[config.mk]
export PLATFORM = sky130hd
export DESIGN_NAME = counter_ctrl
export DESIGN_NICKNAME = d
export VERILOG_FILES = /design/src/rtl/counter_ctrl.sv
export SDC_FILE = /design/constraint.sdc
export NUM_CORES = 1
export LEC_CHECK = 0
export CORE_ASPECT_RATIO = 0.7
export CORE_MARGIN = 3
export CORE_UTILIZATION = 25
export DETAILED_ROUTE_END_ITERATION = 7
export GPL_TIMING_DRIVEN = 0
export MAX_ROUTING_LAYER = met4
export PLACE_DENSITY = 0.45
export SLEW_MARGIN = 20
export SYNTH_ARGS = -nofsm -noshare
export SYNTH_HDL_FRONTEND = slang
export SYNTH_SLANG_ARGS = --single-unit
[constraint.sdc]
create_clock -name i_clk -period 2.75 [get_ports i_clk]
set_input_delay 0.4125 -clock i_clk [delete_from_list [all_inputs] [get_ports i_clk]]
set_output_delay 0.4125 -clock i_clk [all_outputs]
set_load 0.1 [all_outputs]
[src/rtl/counter_ctrl.sv]
// Command sequencer for an 8-bit up counter: LOAD / CLEAR / RUN_N / RUN_TO over
// a valid/ready handshake, with abort, run-to timeout, and a one-cycle DONE pulse.
module counter_ctrl #(
  parameter int WIDTH = 8
) (
  input  logic             i_clk,
  input  logic             i_rst,
  input  logic             i_cmd_valid,
  output logic             o_cmd_ready,
  input  logic [1:0]       i_cmd_op,
  input  logic [WIDTH-1:0] i_cmd_arg,
  input  logic             i_abort,
  input  logic [WIDTH-1:0] i_count,
  output logic             o_enable,
  output logic             o_load,
  output logic [WIDTH-1:0] o_data,
  output logic             o_done,
  output logic [1:0]       o_status
);

  typedef enum logic [2:0] {S_IDLE, S_LDST, S_RUNN, S_RUNTO, S_FINISH} state_t;

  localparam logic [1:0] OP_LOAD  = 2'b00;
  localparam logic [1:0] OP_RUNN  = 2'b01;
  localparam logic [1:0] OP_RUNTO = 2'b10;
  localparam logic [1:0] OP_CLEAR = 2'b11;

  localparam logic [1:0] ST_OK      = 2'b00;
  localparam logic [1:0] ST_ABORT   = 2'b01;
  localparam logic [1:0] ST_TIMEOUT = 2'b10;

  state_t           r_state;
  logic [WIDTH-1:0] r_rem;
  logic [WIDTH-1:0] r_steps;
  logic [WIDTH-1:0] r_target;
  logic [WIDTH-1:0] r_data;
  logic [1:0]       r_status;

  logic             w_hit;

  assign w_hit = (i_count == r_target);

  // Enable/load must react to ABORT and COUNT within the cycle, so they are
  // decoded from the registered state rather than registered themselves.
  always_comb begin
    o_enable = 1'b0;
    o_load   = 1'b0;
    if (!i_rst && !i_abort) begin
      case (r_state)
        S_LDST:  begin o_enable = 1'b1; o_load = 1'b1; end
        S_RUNN:  o_enable = 1'b1;
        S_RUNTO: o_enable = !w_hit;
        default: ;
      endcase
    end
  end

  assign o_cmd_ready = (r_state == S_IDLE)   && !i_rst;
  assign o_done      = (r_state == S_FINISH) && !i_rst;
  assign o_status    = o_done ? r_status : ST_OK;
  assign o_data      = r_data;

  always_ff @(posedge i_clk) begin
    if (i_rst) begin
      r_state  <= S_IDLE;
      r_rem    <= '0;
      r_steps  <= '0;
      r_target <= '0;
      r_data   <= '0;
      r_status <= ST_OK;
    end else begin
      case (r_state)
        S_IDLE: begin
          if (i_cmd_valid) begin
            r_status <= ST_OK;
            case (i_cmd_op)
              OP_LOAD:  begin r_data <= i_cmd_arg; r_state <= S_LDST; end
              OP_CLEAR: begin r_data <= '0;        r_state <= S_LDST; end
              OP_RUNN: begin
                if (i_cmd_arg != '0) begin
                  r_rem   <= i_cmd_arg;
                  r_state <= S_RUNN;
                end else begin
                  r_state <= S_FINISH;
                end
              end
              OP_RUNTO: begin
                r_target <= i_cmd_arg;
                r_steps  <= '0;
                r_state  <= S_RUNTO;
              end
              default: ;
            endcase
          end
        end
        S_LDST: begin
          if (i_abort) r_status <= ST_ABORT;
          r_state <= S_FINISH;
        end
        S_RUNN: begin
          if (i_abort) begin
            r_status <= ST_ABORT;
            r_state  <= S_FINISH;
          end else begin
            r_rem <= r_rem - 1'b1;
            if (r_rem == WIDTH'(1)) r_state <= S_FINISH;
          end
        end
        S_RUNTO: begin
          // steps counts enable cycles already spent; the 2^WIDTH-th one without
          // a match means the counter is not following us.
          if (i_abort) begin
            r_status <= ST_ABORT;
            r_state  <= S_FINISH;
          end else if (w_hit) begin
            r_state <= S_FINISH;
          end else if (r_steps == '1) begin
            r_status <= ST_TIMEOUT;
            r_state  <= S_FINISH;
          end else begin
            r_steps <= r_steps + 1'b1;
          end
        end
        S_FINISH: r_state <= S_IDLE;
        default:  r_state <= S_IDLE;
      endcase
    end
  end

endmodule

=== Word level (Yosys, flattened, before mapping) ===
Index checks and enable logic that the tools add are counted.

* Register bits: 37
* Output and inout bits: 14

* Add/subtract/negate cells: 2
* Equality and inequality tests: 23
* Multiplexer cells: 32
* Reduce and logical (&&, ||, !) cells: 21

{| class="wikitable"
|+ Operators by type and width
! kind !! number
|-
| $mux 8 || 9
|-
| $pmux 8 s2 || 3
|-
| $mux 3 || 7
|-
| $mux 2 || 6
|-
| $pmux 3 s4 || 1
|-
| $ne 2x2->1 const B || 5
|-
| $reduce_and 5->1 || 2
|-
| $ne 3x3->1 const B || 3
|-
| $pmux 3 s3 || 1
|-
| $reduce_and 3->1 || 3
|-
| $add 8x1->8 const B || 1
|-
| $eq 8x1->1 const B || 1
|-
| $eq 8x8->1 || 1
|-
| $eq 8x8->1 const B || 1
|-
| $ne 2x1->1 const B || 4
|-
| $reduce_bool 8->1 || 1
|-
| $sub 8x1->8 const B || 1
|-
| $eq 3x2->1 const B || 2
|-
| $pmux 2 s3 || 1
|-
| $reduce_and 6->1 || 1
|-
| $reduce_bool 2->1 || 3
|-
| $eq 2x2->1 const B || 2
|-
| $ne 4x4->1 const B || 1
|-
| $reduce_or 2->1 || 2
|-
| 10 further kinds || 16
|}

=== Logic depth before layout (Yosys ltp) ===
* Depth in word-level cells: 5
* Gate-level depth with buffers: 7

=== Least setup slack after synthesis ===
Ideal clock, no wire load.

* Path kind: input to output
* Start point: input port i_abort
* End point: output port o_load
* Arrival: 3.550 ns
* Setup slack: -1.212 ns
* Stages: 3
* Buffers on the path: 1
* Path through: clkbuf_1 > nand2b_1 > nor4_1

* Word-level cells in the longest chain between the ends: 3

{| class="wikitable"
|+ RTL lines
! element !! RTL line !! source
|-
| start, declared || 12 || <nowiki>input logic i_abort,</nowiki>
|-
| $logic_not 1->1 || 48 || <nowiki>if (!i_rst && !i_abort) begin</nowiki>
|-
| $logic_and 1x1->1 || 48 ||
|-
| $mux 1 || 48 ||
|-
| end, declared || 15 || <nowiki>output logic o_load,</nowiki>
|}

No other way between the ends.

=== Worst setup path after layout ===
* Start point: input port i_rst
* End point: output port o_cmd_ready

* Word-level cells in the longest chain between the ends: 2

{| class="wikitable"
|+ RTL lines
! element !! RTL line !! source
|-
| start, declared || 7 || <nowiki>input logic i_rst,</nowiki>
|-
| $logic_not 1->1 || 58 || <nowiki>assign o_cmd_ready = (r_state == S_IDLE) && !i_rst;</nowiki>
|-
| $logic_and 1x1->1 || 58 ||
|-
| end, declared || 9 || <nowiki>output logic o_cmd_ready,</nowiki>
|}

No other way between the ends.

==> results.sh <==
export IMPL_status="complete, no violations"
export IMPL_leakage_nw=1.01
export IMPL_syn_num_nets=285
export IMPL_crit_fanout=10
export IMPL_power_mw=1.82
export IMPL_slew_viol_final=0
export IMPL_finish_net_count=326
export IMPL_vias=1971
export IMPL_first_global_vias=1896
export IMPL_critPathKind="input port to output pin"
export IMPL_switching_power_mw=0.606
export IMPL_place_area_sq_mm=0.00260
export IMPL_place_congestion=0.816
export IMPL_crit_end="o_cmd_ready"
export IMPL_wire_per_inst_um=15.2
export IMPL_gr_usage_met1_pct=20.8
export IMPL_synth_area_leaders="dfxtp_1 (35%), a21oi_1 (6.1%), nor2_1 (5.8%)"
export IMPL_track_usage_pct=13.7
export IMPL_syn_inst=257
export IMPL_postSynthAreaPerCell_sq_um=8.25
export IMPL_drt_total_wl_um=6070
export IMPL_dp_cells=392
export IMPL_worstSkewPairLatency_ns=0.28
export IMPL_dp_hpwl_um=4520
export IMPL_yosys_top_cells_count="dfxtp_1 (37), nor2_1 (33), a21oi_1 (26), nand2_1 (14), mux2i_1 (11)"
export IMPL_max_vdd_ir_drop_mv=0.244
export IMPL_regToRegStartpoint="r_state[1]"
export IMPL_tns_ns=0
export IMPL_yosysWarningCount=0
export IMPL_io_pin_count=36
export IMPL_post_cts_buffers=0
export IMPL_die_area_sq_mm=0.00964
export IMPL_relSlewSlack_pct=35.3
export IMPL_start_kind="input port"
export IMPL_fin_util_pct=34.5
export IMPL_fin_area_sq_mm=0.00278
export IMPL_seq_area_frac_synth_pct=34.9
export IMPL_grt_met3_usage_pct=2.91
export IMPL_netlist_area_sq_mm=0.00212
export IMPL_via_per_inst=4.93
export IMPL_drv_cap=0
export IMPL_dr_first_iter_drc_count=108
export IMPL_power_share_combinational_pct=28.9
export IMPL_tritoncts="done"
export IMPL_ys_flop_type="dfxtp_1"
export IMPL_crit_start="i_rst"
export IMPL_fin_crit_sh_pct=95.3
export IMPL_setup_ws_ns=0.128
export IMPL_holdWs_ns=0.455
export IMPL_ys_async_sr_fraction_pct=0
export IMPL_hold_viol=0
export IMPL_cts_sinks=37
export IMPL_synth_seq_cells=37
export IMPL_globalRouteOverflowTotal=0
export IMPL_io_buffers=34
export IMPL_internal_power_mw=1.21
export IMPL_fmax_mhz=381
export IMPL_yosysTopAreaCellShare_pct=34.9
export IMPL_synth_edf_count=0
export IMPL_drt_pass1_iter_count=4
export IMPL_top_usage_layer="met1"
export IMPL_grtUsageMet2_pct=18.0
export IMPL_setup_viol=0
export IMPL_min_path_type="register to register"
export IMPL_fin_worst_skew_ns=0.00473
export IMPL_pre_cts_slack_ns=-0.780
export IMPL_ys_types=51
export IMPL_fin_crit_ns=2.62
export IMPL_synthMostInstantiatedCell="dfxtp_1"
export IMPL_coreArea_sq_mm=0.00804
export IMPL_start_util_pct=26.4
export IMPL_p_clk_share_pct=37.8
export IMPL_p_sw_share_pct=33.3
export IMPL_r2r_cells=7
export IMPL_cts_made_buffers=5
export IMPL_rows=27
export IMPL_sequentialPowerShare_pct=33.3
export IMPL_antenna_left=0
export IMPL_die_width_um=116
export IMPL_area_growth_synth_to_final_pct=30.9
export IMPL_grt_max_degree=13
export IMPL_clock_tree_htree_level_count=2
export IMPL_cts_root_buf="clkbuf_16"
export IMPL_rsz0062_at_grt="false"
export IMPL_endpoint_kind="output pin"
export IMPL_timing_rr_end="o_data[7]"
export IMPL_drc=0
export IMPL_fp_dieH_um=83.1
export IMPL_drive_gt1_share_pct=11.4
export IMPL_required_ns=2.34
export IMPL_clk_pin_slew_ns=0.05
export IMPL_synth_largest_area_cell="dfxtp_1"
export IMPL_antenna_cells=0
export IMPL_grt_pass1_wl_um=10300
export IMPL_crit_arrival_ns=2.21
export IMPL_rrSetupSlack_ns=0.78
export IMPL_worst_slew_pin_transition_ns=0.967
export IMPL_powerDensity_mw_per_mm2=656
export IMPL_antenna_found_initial=0
export IMPL_clockBufferDepth=2
export IMPL_finalNonFillerCells=400
-- layout make-up --
type,count,area [sq um]
clock buffer,6,139
clock inverter,2,37.5
buffer,12,57.6
fill,830,5270
sequential,37,741
timing repair buffer,34,335
inverter,8,30.0
multi-input combinational,200,1310
tap,101,126
-- worst max-delay path, cell delays in order --
cell and delay (ns):
clkdlybuf4s50_1 0.54, clkbuf_2 0.29, buf_2 0.25, nor2_1 0.15, clkdlybuf4s15_2 0.57
-- power groups by stage --
stage                     Combinational (mW)  Sequential, mW  Clock [mW]
after floorplan                        0.335           0.667           0
after global placement                 0.533           0.617           0
after detailed placement               0.530           0.617           0
after CTS                              0.530           0.605       0.707
after global routing                   0.577           0.613       0.733
final                                  0.526           0.605       0.688
-- sequential cells by signal, indices dropped and copies added (netlist names) --
| name | cells |
|---|---|
| r_rem | 8 |
| r_target | 8 |
| o_data | 8 |
| r_status | 2 |
| r_state | 3 |
| r_steps | 8 |
-- kinds of logic after synthesis --
family | count (synthesis) | share of synthesized area, %
compound gates | 62 | 19.6
xor+xnor | 8 | 3.30
flops | 37 | 34.9
simple gates | 113 | 29.4
fa+ha+maj | 6 | 3.54
buf+inv | 20 | 4.01
mux | 11 | 5.19
-- cells in the final DEF (no fill, tap or decap), drive strengths merged, types with 2 or more instances in the layout --
| cell type | instances |
|---|---|
| and3 | 3 |
| clkbuf | 14 |
| xnor2 | 8 |
| nand4b | 2 |
| nor4 | 3 |
| dfxtp | 37 |
| clkdlybuf4s15 | 4 |
| o2111ai | 2 |
| o21ai | 11 |
| or2 | 4 |
| nand3b | 3 |
| nand3 | 8 |
| mux2i | 11 |
| o32ai | 2 |
| clkdlybuf4s50 | 28 |
| o211ai | 3 |
| ha | 6 |
| and2 | 3 |
| or3 | 6 |
| or4 | 7 |
| nor2 | 34 |
| a21o | 3 |
| a21oi | 29 |
| nor3 | 7 |
| nand2 | 14 |
| nand2b | 2 |
| buf | 6 |
| o21a | 2 |
| nor3b | 10 |
| nand4 | 3 |
| inv | 8 |
| o22ai | 2 |
-- timing repair --
item / in CTS / in global routing
gates resized for setup: 19 / 4
cloned: 0 / 0
hold buffers: 0 / 0
setup endpoints to repair: 6 / 2
-- how the worst min path moves through the flow --
stage	from	endpoint	slack, ns	cells after the start
after floorplan	r_status[0]	r_status[0]	0.43	2
after global placement	r_status[0]	r_status[0]	0.45	2
after detailed placement	r_status[0]	r_status[0]	0.45	2
after CTS	r_status[0]	r_status[0]	0.46	2
after global routing	r_status[0]	r_status[0]	0.50	2
final	r_status[0]	r_status[0]	0.46	2
-- metal layers --
metal / share of wire (%) / vias up / wire length, um
li1: - / 1023 / -
met1: 53 / 906 / 3200
met5: 0 / - / 0
met2: 41 / 35 / 2470
met4: 1.2 / 0 / 72
met3: 5.4 / 7 / 330
(Power assumes the default switching activity.)
